## config.mk

```make
export PLATFORM = sky130hd
export DESIGN_NAME = fsm_tx_ctrl
export DESIGN_NICKNAME = d
export VERILOG_FILES = /design/src/rtl/fsm_tx_ctrl_pkg.sv /design/src/rtl/fsm_tx_ctrl.sv
export SDC_FILE = /design/constraint.sdc
export NUM_CORES = 1
export LEC_CHECK = 0
export CAP_MARGIN = 25
export CELL_PAD_IN_SITES_DETAIL_PLACEMENT = 2
export CELL_PAD_IN_SITES_GLOBAL_PLACEMENT = 2
export CORE_ASPECT_RATIO = 0.5
export CORE_MARGIN = 2
export CORE_UTILIZATION = 31
export DETAILED_ROUTE_END_ITERATION = 8
export PLACE_DENSITY = 0.86
export SYNTH_ARGS = -nofsm -noshare
export SYNTH_HDL_FRONTEND = slang
export SYNTH_SLANG_ARGS = --single-unit
```

## constraint.sdc

```tcl
create_clock -name clk -period 2.68 [get_ports clk]
set_input_delay 0.536 -clock clk [delete_from_list [all_inputs] [get_ports clk]]
set_output_delay 0.536 -clock clk [all_outputs]
set_load 0.03 [all_outputs]
```

## src/rtl/fsm_tx_ctrl_pkg.sv

```systemverilog
// Shared definitions for the UART transmit/receive memory controllers.
package fsm_tx_ctrl_pkg;

  localparam int unsigned BYTE_W  = 8;
  localparam int unsigned STATE_W = 3;

  typedef enum logic [STATE_W-1:0] {
    IDLE    = 3'd0,
    RD_REQ  = 3'd1,
    RD_WAIT = 3'd2,
    SEND_LO = 3'd3,
    WAIT_LO = 3'd4,
    SEND_HI = 3'd5,
    WAIT_HI = 3'd6,
    FINISH  = 3'd7
  } tx_state_t;

endpackage

```

## src/rtl/fsm_tx_ctrl.sv

```systemverilog
// Reads a block of words from vector memory and streams each one to the UART
// transmitter as a low byte followed by a zero-padded high byte.
module fsm_tx_ctrl
  import fsm_tx_ctrl_pkg::*;
#(
  parameter int unsigned DATA_W = 10,
  parameter int unsigned ADDR_W = 10
) (
  input  logic              clk,
  input  logic              rst,
  input  logic              start,
  input  logic [ADDR_W-1:0] base_addr,
  input  logic [ADDR_W-1:0] num_words,
  output logic              busy,
  output logic              done,
  output logic              mem_read_en,
  output logic [ADDR_W-1:0] mem_addr,
  input  logic [DATA_W-1:0] mem_read_data,
  output logic              tx_start,
  output logic [BYTE_W-1:0] tx_data,
  input  logic              tx_done
);

  tx_state_t         state;
  tx_state_t         state_next;
  logic [ADDR_W-1:0] addr_cnt;
  logic [ADDR_W-1:0] addr_next;
  logic [ADDR_W-1:0] rem_cnt;
  logic [ADDR_W-1:0] rem_next;
  logic [DATA_W-1:0] word_reg;

  // State register
  always_ff @(posedge clk or posedge rst) begin
    if (rst) begin
      state <= IDLE;
    end else begin
      state <= state_next;
    end
  end

  // Next-state and counter update; tx_done only matters in the two wait states
  always_comb begin
    state_next = state;
    addr_next  = addr_cnt;
    rem_next   = rem_cnt;
    case (state)
      IDLE: begin
        if (start) begin
          addr_next  = base_addr;
          rem_next   = num_words;
          state_next = (num_words == ADDR_W'(0)) ? FINISH : RD_REQ;
        end
      end
      RD_REQ:  state_next = RD_WAIT;
      RD_WAIT: state_next = SEND_LO;
      SEND_LO: state_next = WAIT_LO;
      WAIT_LO: begin
        if (tx_done) begin
          state_next = SEND_HI;
        end
      end
      SEND_HI: state_next = WAIT_HI;
      WAIT_HI: begin
        if (tx_done) begin
          if (rem_cnt == ADDR_W'(1)) begin
            state_next = FINISH;
          end else begin
            addr_next  = addr_cnt + ADDR_W'(1);
            rem_next   = rem_cnt - ADDR_W'(1);
            state_next = RD_REQ;
          end
        end
      end
      FINISH:  state_next = IDLE;
      default: state_next = IDLE;
    endcase
  end

  // Registered outputs, aligned so strobes are high during their own state
  always_ff @(posedge clk or posedge rst) begin
    if (rst) begin
      addr_cnt    <= '0;
      rem_cnt     <= '0;
      word_reg    <= '0;
      busy        <= 1'b0;
      done        <= 1'b0;
      mem_read_en <= 1'b0;
      mem_addr    <= '0;
      tx_start    <= 1'b0;
      tx_data     <= '0;
    end else begin
      addr_cnt    <= addr_next;
      rem_cnt     <= rem_next;
      busy        <= (state_next != IDLE);
      done        <= (state == FINISH);
      mem_read_en <= (state_next == RD_REQ);
      tx_start    <= (state_next == SEND_LO) || (state_next == SEND_HI);
      if (state_next == RD_REQ) begin
        mem_addr <= addr_next;
      end
      // Read data is only valid in RD_WAIT, so the low byte is taken straight from it
      if (state == RD_WAIT) begin
        word_reg <= mem_read_data;
        tx_data  <= mem_read_data[BYTE_W-1:0];
      end
      if ((state == WAIT_LO) && tx_done) begin
        tx_data <= BYTE_W'(word_reg[DATA_W-1:BYTE_W]);
      end
    end
  end

endmodule

```

# After elaboration in Yosys (flattened, before gate mapping)

Cells that the tools add are included.

Word-level logic and storage cells: 50
Register bits after elaboration: 55
Output and inout bits: 22

Reduce and logical (&&, ||, !) cells: 8
Add/subtract/negate cells: 2
Mux-type cells: 16
Equality and inequality tests: 14

Operators with widths:

| operator              | number |
|---|---|
| $mux 10               | 6 |
| $pmux 10 s2           | 2 |
| $pmux 3 s8            | 1 |
| $mux 8                | 2 |
| $eq 3x3->1 const B    | 5 |
| $mux 3                | 5 |
| $add 10x1->10 const B | 1 |
| $eq 10x1->1 const B   | 1 |
| $logic_not 10->1      | 1 |
| $sub 10x1->10 const B | 1 |
| $eq 3x2->1 const B    | 3 |
| $eq 3x1->1 const B    | 2 |
| $ne 2x2->1 const B    | 3 |
| $reduce_and 4->1      | 1 |
| $reduce_bool 2->1     | 2 |
| $logic_not 3->1       | 1 |
| $reduce_bool 3->1     | 1 |
| $logic_and 1x1->1     | 1 |
| $logic_or 1x1->1      | 1 |

# Depth between registers and ports, before layout

Gate-level depths: netlist of the first run.

Depth in word-level cells: 6
Mapped depth: 8
Depth with buffers taken out: 7

# Least setup slack after synthesis of the first run

No wires, ideal clock.

Path type: input to register
Start point: input tx_done
End point: register mem_addr[0]
Setup time: 0.125 ns
Buffers on the path: 2
Arrival: 1.898 ns
Stages on the path: 6
Path slack: 0.657 ns
Cell sequence: clkbuf_1 -> inv_1 -> a311o_1 -> o21ai_0 -> buf_2 -> mux2_2

Word-level cells in the longest chain between the ends: 3
Elaborated cells on any way between the ends: 6
Those cells by class: eq/ne: 1; mux: 5

RTL lines:

| element                          | RTL line                             | RTL |
|---|---|---|
| start, declared                  | fsm_tx_ctrl.sv:21                    | `input logic tx_done` |
| $mux 3, on equally long branches | fsm_tx_ctrl.sv:64, fsm_tx_ctrl.sv:58 |  |
| $pmux 3 s8                       | fsm_tx_ctrl.sv:46                    | `case (state)` |
| $eq 3x1->1                       | fsm_tx_ctrl.sv:98                    | `if (state_next == RD_REQ) begin` |
| end signal, assigned             | fsm_tx_ctrl.sv:99                    | `mem_addr <= addr_next;` |
| end, declared                    | fsm_tx_ctrl.sv:17                    | `output logic [ADDR_W-1:0] mem_addr,` |

Several ways; a longest one is shown, not always the timed one.
A chain may end at the register's enable or synchronous reset.

# Worst setup path after layout of the first run

Start point: register rem_cnt[1]
End point: register mem_addr[2]

Elaborated cells on any way between the ends: 8
Those cells by class: eq/ne: 2; mux: 6

RTL lines:

| element                | RTL line          | RTL |
|---|---|---|
| start, declared        | fsm_tx_ctrl.sv:28 | `logic [ADDR_W-1:0] rem_cnt;` |
| start signal, assigned | fsm_tx_ctrl.sv:93 | `rem_cnt <= rem_next;` |
| $eq 10x1->1            | fsm_tx_ctrl.sv:65 | `if (rem_cnt == ADDR_W'(1)) begin` |
| $mux 10                | fsm_tx_ctrl.sv:65 |  |
| $mux 10                | fsm_tx_ctrl.sv:64 | `if (tx_done) begin` |
| $pmux 10 s2            | fsm_tx_ctrl.sv:46 |  |
| via addr_next[2]       | fsm_tx_ctrl.sv:27 | `logic [ADDR_W-1:0] addr_next;` |

The timed path passes the listed nets, and every way through them passes these cells.

==> impl_metrics.env, run 1 <==
export IMPL_status="finished clean"
export IMPL_max_freq_mhz=408.4
export IMPL_final_cells=412
export IMPL_min_path_type="flop to flop"
export IMPL_nets=341
export IMPL_fillers=785
export IMPL_vias=2329
export IMPL_grt_pass1_wl_um=14320
export IMPL_grt_usage_pct=21.81
export IMPL_maxSlewHeadroom_pct=53.10
export IMPL_row_count=22
export IMPL_wl_per_cell_um=21.37
export IMPL_cts_resized=0
export IMPL_cts_clk_slew_worst_paths_ns=0.07
export IMPL_finClkSkew_ns=0.006781
export IMPL_p_leak_nw=1.351
export IMPL_rsz0062_at_grt="false"
export IMPL_synthFlopType="dfrtp_1"
export IMPL_cts_max_path_buffers=2
export IMPL_holdBufCountCts=0
export IMPL_grt_max_degree=27
export IMPL_ant_nets=0
export IMPL_critPathCaptureType="flop"
export IMPL_dr_pass1_iters=4
export IMPL_layout_common_cells="clkdlybuf4s50_1, dfrtp_1, nor2_1, nand2_1, o21ai_0"
export IMPL_layout_commonest_cell="clkdlybuf4s50_1"
export IMPL_synthArstFlopShare_pct=100.0
export IMPL_synthCells=244
export IMPL_ys_types=52
export IMPL_fin_ws_ns=0.2316
export IMPL_maxSlewViolCount=0
export IMPL_synth_nets=281
export IMPL_io_buffers=55
export IMPL_die_x_um=130.1
export IMPL_reg_top3="addr_cnt x10, mem_addr x10, rem_cnt x10"
export IMPL_core_area_um2=7515
export IMPL_ir_worst_vdd_uv=512.1
export IMPL_via_per_inst=5.653
export IMPL_htreeDepth=2
export IMPL_timing_worst_setup_path_type="flop to flop"
export IMPL_place_ws_ns=0.07155
export IMPL_die_area_um2=8724
export IMPL_cap_violations=0
export IMPL_crit_fanout=11
export IMPL_finalCriticalPeriod_ns=2.448
export IMPL_syn_cell_area_um2=2465
export IMPL_die_h_um=67.05
export IMPL_fin_setup_tns_ns=0
export IMPL_seq_area_frac_synth_pct=47.72
export IMPL_ys_warn_count=0
export IMPL_finalSetupViolCount=0
export IMPL_antenna_found_initial=0
export IMPL_start_util_pct=32.80
export IMPL_final_period_utilization_pct=91.36
export IMPL_placedCellCount=405
export IMPL_cts_sinks=47
export IMPL_drive_gt1_share_pct=11.84
export IMPL_clock_latency_ns=0.29
export IMPL_worst_slew_pin_slew_ns=0.6993
export IMPL_postCtsSetupBuffers=0
export IMPL_globalplace_congestion=0.8110
export IMPL_avgSynthCellArea_um2=10.10
export IMPL_ctsRootBufferMaster="clkbuf_16"
export IMPL_synth_edff_count=0
export IMPL_arrival_ns=2.62
export IMPL_cts_tree="yes"
export IMPL_drt_wl_total_um=8804
export IMPL_drc_errors=0
export IMPL_grt_pass1_vias=2635
export IMPL_dp_hpwl_um=6127
export IMPL_numCtsBuffers=5
export IMPL_required_ns=2.85
export IMPL_drtIter0Drc=101
export IMPL_area_growth_pct=35.53
export IMPL_p_per_area_nw_per_um2=1237
export IMPL_setup_worst_path_start_class="flop"
export IMPL_io_pins=56
export IMPL_n_antenna_cell=0
export IMPL_hold_viol_final=0
export IMPL_overflow=0
export IMPL_synth_seq_cells=47
-- cell usage after synthesis, types with 2 or more instances --
cell type	count	area (um2)
nor2_1	20	75.07
nor3b_1	2	15.01
nand2_1	20	75.07
nand3_1	8	40.04
a21oi_1	9	45.04
a32oi_1	3	26.28
or3_1	3	18.77
and3_1	5	31.28
ha_1	3	37.54
buf_2	6	30.03
mux2_2	10	112.6
nor3_1	3	15.01
a221oi_1	2	17.52
a31oi_1	3	18.77
nand3b_1	4	30.03
mux2i_1	6	60.06
a21boi_0	2	15.01
nand4_1	2	12.51
o21ai_0	19	95.09
a22o_1	6	52.55
o311ai_0	4	35.03
a31o_2	2	17.52
nor4_1	3	18.77
inv_1	8	30.03
a22oi_1	8	60.06
clkbuf_1	6	22.52
a221o_1	2	20.02
dfrtp_1	47	1176
o211ai_1	5	37.54
-- through the flow --
stage	area [um2]	power, W	utilization (%)	hold slack [ns]
final	3341	0.004131	44.46	0.4944
after CTS	3341	0.004161	44.46	0.5076
after global placement	3182	0.003219	42.34	0.4720
after floorplan	2465	0.002585	-	0.4581
after global routing	3341	0.004410	44.46	0.5349
after detailed placement	3182	0.003383	42.34	0.4911
-- power by group --
group | total, W | internal [W] | leakage, nW | switching, W
clock | 0.000703 | 0.000436 | 0.0769 | 0.000268
sequential | 0.00140 | 0.00105 | 0.574 | 0.000346
combinational | 0.00203 | 0.000855 | 0.700 | 0.00118
total | 0.00413 | 0.00234 | 1.35 | 0.00179
-- worst paths after layout --
check,cells after the start,start,slack [ns],end
max,7,rem_cnt[1],0.23,mem_addr[2]
min,2,tx_data[1],0.49,tx_data[1]
max reg2reg,7,rem_cnt[1],0.23,mem_addr[2]
min reg2reg,2,tx_data[1],0.49,tx_data[1]
max in group asynchronous,3,rst,1.53,addr_cnt[6]
min in group asynchronous,2,rst,0.61,rem_cnt[3]
-- final cells by class --
cell class              instances  area [um2]  area share, %
clock inverters                 1       30.03         0.8989
well taps                     108       135.1          4.045
repair buffers                 66       645.6          19.33
multi-input cells             175        1191          35.66
inverters                       9       33.78          1.011
clock buffers                   6       128.9          3.858
flip-flops and latches         47        1176          35.21
-- layer usage --
metal	up-vias	track usage, %	wire, um
met5	-	0	0
met4	0	6.720	228
met3	19	4.337	346
met2	63	37.63	4385
met1	1208	27.80	3843
li1	1039	-	-
-- cell families after synthesis --
family	Yosys count	share of synthesized area, %
and+or+nand+nor	79	17.06
adders and majority gates	3	1.523
xor gates and xnor gates	1	0.3554
muxes	17	7.614
DFF	47	47.72
buffers and inverters	22	3.959
AOI/OAI and AO/OA	75	21.78
-- critical path, cell delays in order (launching register included) --
cell and delay (ns):
dfrtp_1 0.39, inv_1 0.11, ha_1 0.18, nor4b_2 0.42
and3_1 0.52, nor2_2 0.09, a221o_1 0.35, mux2_4 0.27
Note: power is estimated with default switching activity, not from simulation.
==> inputs of run 2 (changes only) <==
- CELL_PAD_IN_SITES_DETAIL_PLACEMENT: 2 -> 0
- CELL_PAD_IN_SITES_GLOBAL_PLACEMENT: 2 -> 1
- CORE_UTILIZATION: 31 -> 38
- CTS_CLUSTER_DIAMETER: not set -> 60
==> run 2 against run 1 <==
  * Register-to-register slack better by 0.16 ns
  * Sequential share of layout area is 0.41 points higher
  * Flip-flop and latch count stayed put
  * Setup slack better by 0.16 ns
  * Clock power is 13% lower
  * Core utilization is 9.2 points higher
  * Maximum frequency is 7.0% higher
  * Critical path type unchanged
  * Largest cell class unchanged
  * Highest routed layer unchanged
==> impl_metrics.env, run 2 (synthesis gave the netlist of run 1 again) <==
export IMPL_max_freq_mhz=437.0
export IMPL_drc_errors=0
export IMPL_drtIter0Drc=117
export IMPL_cts_tree="yes"
export IMPL_fillers=588
export IMPL_hold_viol_final=0
export IMPL_finClkSkew_ns=0.006145
export IMPL_p_leak_nw=1.347
export IMPL_dp_hpwl_um=4564
export IMPL_status="finished clean"
export IMPL_min_path_type="flop to flop"
export IMPL_final_cells=394
export IMPL_wl_per_cell_um=16.00
export IMPL_seq_area_um2=1176
export IMPL_row_count=20
export IMPL_core_area_um2=6156
export IMPL_finalSetupViolCount=0
export IMPL_layout_common_cells="clkdlybuf4s50_1, dfrtp_1, nor2_1, nand2_1, o21ai_0"
export IMPL_area_growth_pct=33.96
export IMPL_die_h_um=60.95
export IMPL_startpoint="rem_cnt[1]"
export IMPL_globalplace_congestion=0.8494
export IMPL_clock_latency_ns=0.29
export IMPL_cts_sinks=47
export IMPL_cts_resized=0
export IMPL_antenna_found_initial=0
export IMPL_fin_setup_tns_ns=0
export IMPL_die_x_um=117.9
export IMPL_layout_commonest_cell="clkdlybuf4s50_1"
export IMPL_r2r_cells=7
export IMPL_io_pins=56
export IMPL_grt_usage_pct=18.25
export IMPL_htreeDepth=2
export IMPL_setup_worst_path_start_class="flop"
export IMPL_cap_violations=0
export IMPL_holdBufCountCts=0
export IMPL_worst_slew_pin_slew_ns=0.6245
export IMPL_finalCriticalPeriod_ns=2.288
export IMPL_nets=342
export IMPL_maxSlewViolCount=0
export IMPL_rsz0062_at_grt="false"
export IMPL_ctsRootBufferMaster="clkbuf_16"
export IMPL_grt_max_degree=29
export IMPL_reg_top3="addr_cnt x10, mem_addr x10, rem_cnt x10"
export IMPL_arrival_ns=2.46
export IMPL_p_per_area_nw_per_um2=1174
export IMPL_start_util_pct=40.04
export IMPL_postCtsSetupBuffers=0
export IMPL_drive_gt1_share_pct=12.09
export IMPL_critPathCaptureType="flop"
export IMPL_required_ns=2.85
export IMPL_final_period_utilization_pct=85.38
export IMPL_r2r_start="rem_cnt[1]"
export IMPL_ir_worst_vdd_uv=511.7
export IMPL_dr_pass1_iters=4
export IMPL_drt_wl_total_um=6303
export IMPL_grt_pass1_wl_um=10270
export IMPL_vias=2202
export IMPL_placedCellCount=386
export IMPL_cts_clk_slew_worst_paths_ns=0.07
export IMPL_r2r_setup_slack_ns=0.39
export IMPL_overflow=0
export IMPL_multi_input_area_um2=1191
export IMPL_die_area_um2=7186
export IMPL_crit_fanout=11
export IMPL_ant_nets=0
export IMPL_r2r_end="mem_addr[2]"
export IMPL_io_buffers=55
export IMPL_n_antenna_cell=0
export IMPL_via_per_inst=5.589
export IMPL_maxSlewHeadroom_pct=58.28
export IMPL_cts_max_path_buffers=2
export IMPL_crit_end="mem_addr[2]"
export IMPL_timing_worst_setup_path_type="flop to flop"
export IMPL_numCtsBuffers=5
export IMPL_grt_pass1_vias=2145
-- run 2: worst min path at each step --
stage / from / to / slack [ns] / cells past startpoint
floorplan: word_reg[8] / tx_data[0] / 0.46 / 2
global placement: tx_data[0] / tx_data[0] / 0.46 / 2
detailed placement: tx_data[0] / tx_data[0] / 0.47 / 2
CTS: tx_data[0] / tx_data[0] / 0.49 / 2
global route: tx_data[0] / tx_data[0] / 0.51 / 2
finish: tx_data[0] / tx_data[0] / 0.48 / 2
-- run 2: worst max-delay path, stage by stage, from the launching register on --
cell and delay, ns:
dfrtp_1 0.39, inv_1 0.10, ha_1 0.14, nor4b_2 0.37, and3_1 0.51, nor2_2 0.07, a221o_1 0.32, mux2_4 0.27
-- run 2: per-stage QoR --
stage               util [%]  hold WS [ns]  setup slack, ns  area (um2)  total power [W]
CTS                    53.64        0.4872           0.3908        3302         0.003878
global route           53.64        0.5122           0.2819        3302         0.004123
global placement       51.40        0.4645           0.1801        3164         0.003193
detailed placement     51.40        0.4708           0.2325        3164         0.003259
finish                 53.64        0.4804           0.3918        3302         0.003876
floorplan                  -        0.4581           0.6571        2465         0.002585
-- run 2: layout make-up --
| cell class | count | area share [%] |
|---|---|---|
| clock inverter | 1 | 0.1516 |
| inverter | 9 | 1.023 |
| timing repair buffer | 67 | 19.78 |
| clock buffer | 7 | 4.017 |
| multi-input combinational | 175 | 36.07 |
| sequential | 47 | 35.62 |
| tap | 88 | 3.335 |
-- run 2: power breakdown --
group | internal, W | leakage [nW] | switching [W]
combinational | 0.000859 | 0.705 | 0.00104
clock | 0.000346 | 0.0679 | 0.000268
sequential | 0.00105 | 0.574 | 0.000312
total | 0.00226 | 1.35 | 0.00162
-- run 2: per-layer routing --
metal  vias up  share of wire [%]  global-route usage, %
met1      1100                 47                  23.35
li1       1049                  -                      -
met2        46                 49                  32.31
met5         -                  0                      0
met4         0               0.95                  5.336
met3         7                3.5                  3.947
==> inputs of run 3 (changes only) <==
- MAX_ROUTING_LAYER: not set -> met4
==> run 3 against run 2 <==
  * Via count barely moved
  * Sequential share of layout area fell by 0.45 points
  * Critical path depth did not move
  * Highest routed layer unchanged
==> impl_metrics.env, run 3 (synthesis gave the netlist of run 1 again) <==
export IMPL_grt_max_degree=23
export IMPL_r2r_start="rem_cnt[1]"
export IMPL_grt_usage_pct=18.58
export IMPL_status="finished clean"
export IMPL_die_area_um2=7186
export IMPL_r2r_cells=7
export IMPL_arrival_ns=2.52
export IMPL_whs_ns=0.4867
export IMPL_reg_top3="addr_cnt x10, mem_addr x10, rem_cnt x10"
export IMPL_cts_resized=0
export IMPL_maxSlewHeadroom_pct=60.35
export IMPL_row_count=20
export IMPL_r2r_end="mem_addr[2]"
export IMPL_timing_worst_setup_path_type="flop to flop"
export IMPL_cts_max_path_buffers=2
export IMPL_startpoint="rem_cnt[1]"
export IMPL_fillers=552
export IMPL_core_area_um2=6156
export IMPL_p_per_area_nw_per_um2=1214
export IMPL_numCtsBuffers=5
export IMPL_fin_total_pwr_w=0.004061
export IMPL_p_switching_w=0.001618
export IMPL_seqPwrFrac_pct=33.2
export IMPL_holdPathEnd="tx_data[0]"
export IMPL_clkPwrFrac_pct=19.8
export IMPL_final_area_um2=3344
export IMPL_n_antenna_cell=0
export IMPL_whs_path_depth=2
export IMPL_ir_worst_vdd_uv=478.0
export IMPL_switching_share_pct=39.85
export IMPL_die_h_um=60.95
export IMPL_worst_slew_pin_slew_ns=0.5935
export IMPL_crit_fanout=11
export IMPL_io_pins=56
export IMPL_start_util_pct=40.04
export IMPL_min_from="tx_data[0]"
export IMPL_max_freq_mhz=426.4
export IMPL_via_per_inst=5.594
export IMPL_drtIter0Drc=138
export IMPL_multi_input_area_um2=1191
export IMPL_hold_viol_final=0
export IMPL_maxSlewViolCount=0
export IMPL_globalplace_congestion=0.8686
export IMPL_min_path_type="flop to flop"
export IMPL_antenna_found_initial=0
export IMPL_place_area_um2=3152
export IMPL_cap_violations=0
export IMPL_p_int_w=0.002442
export IMPL_combPwrFrac_pct=47.0
export IMPL_cts_clk_slew_worst_paths_ns=0.07
export IMPL_area_growth_pct=35.69
export IMPL_io_buffers=55
export IMPL_p_leak_nw=1.364
export IMPL_dr_pass1_iters=4
export IMPL_clock_latency_ns=0.28
export IMPL_seq_area_um2=1176
export IMPL_finClkSkew_ns=0.005299
export IMPL_wl_per_cell_um=15.54
export IMPL_postCtsSetupBuffers=0
export IMPL_finalSetupViolCount=0
export IMPL_rsz0062_at_grt="false"
export IMPL_drt_wl_total_um=6123
export IMPL_nets=342
export IMPL_holdBufCountCts=0
export IMPL_cts_tree="yes"
export IMPL_layout_commonest_cell="clkdlybuf4s50_1"
export IMPL_r2r_setup_slack_ns=0.33
export IMPL_setup_worst_path_start_class="flop"
export IMPL_htreeDepth=2
export IMPL_layout_common_cells="clkdlybuf4s50_1, dfrtp_1, nor2_1, nand2_1, o21ai_0"
export IMPL_finalCriticalPeriod_ns=2.345
export IMPL_required_ns=2.85
export IMPL_grt_pass1_wl_um=10160
export IMPL_dp_hpwl_um=4475
export IMPL_die_x_um=117.9
export IMPL_ctsRootBufferMaster="clkbuf_16"
export IMPL_ant_nets=0
export IMPL_final_period_utilization_pct=87.52
export IMPL_critPathCaptureType="flop"
export IMPL_overflow=0
export IMPL_drc_errors=0
export IMPL_grt_pass1_vias=2107
export IMPL_cts_sinks=47
export IMPL_drive_gt1_share_pct=12.75
export IMPL_fin_setup_tns_ns=0
export IMPL_vias=2204
==> run 3: cell types whose count changed in the layout (fill, tap and decap cells not counted) <==
cell	change
buf_4	+1
bufinv_16	+2
clkinvlp_4	+1
buf_12	-1
clkinv_2	-1
clkbuf_1	-2
==> run 3: power by group through the flow <==
stage                     Combinational [W]  Sequential, W  Clock (W)
after detailed placement            0.00190        0.00135          0
final                               0.00191        0.00135   0.000804
after global routing                0.00208        0.00140   0.000840
after floorplan                     0.00101        0.00158          0
after CTS                           0.00192        0.00135   0.000820
after global placement              0.00186        0.00134          0
==> run 3: metrics by stage <==
stage | worst slack, ns | util (%) | instances
after CTS | 0.3377 | 54.33 | 394
final | 0.3346 | 54.33 | 394
after global placement | 0.1880 | 51.20 | 386
after detailed placement | 0.2011 | 51.20 | 386
after floorplan | 0.6571 | - | 244
after global routing | 0.1564 | 54.33 | 394
==> run 3: how the worst max path moves through the flow <==
stage / end / depth (start not counted)
2_1_floorplan: mem_addr[0] / 6
4_1_cts: mem_addr[2] / 7
3_5_place_dp: mem_addr[2] / 6
3_3_place_gp: mem_addr[2] / 6
5_1_grt: mem_addr[2] / 7
6_report: mem_addr[2] / 7
==> run 3: cell type report <==
class / count / share of cell area (%)
clock buffer: 5 / 3.741
clock inverter: 3 / 2.020
inverter: 9 / 1.010
multi-input combinational: 175 / 35.62
sequential: 47 / 35.17
tap: 88 / 3.292
timing repair buffer: 67 / 19.15
==> run 3: per-layer routing <==
metal / GRT usage, % / vias up / part of all wire [%]
li1: - / 1049 / -
met1: 23.30 / 1073 / 46
met2: 31.56 / 76 / 48
met3: 3.571 / 6 / 5.0
met4: 5.336 / 0 / 0.95
met5: - / - / 0
==> run 3: critical path: stages (launching register included) <==
cell	delay, ns
dfrtp_1	0.40
inv_1	0.11
ha_1	0.15
nor4b_2	0.39
and3_1	0.50
nor2_2	0.08
a221o_1	0.34
mux2_4	0.26
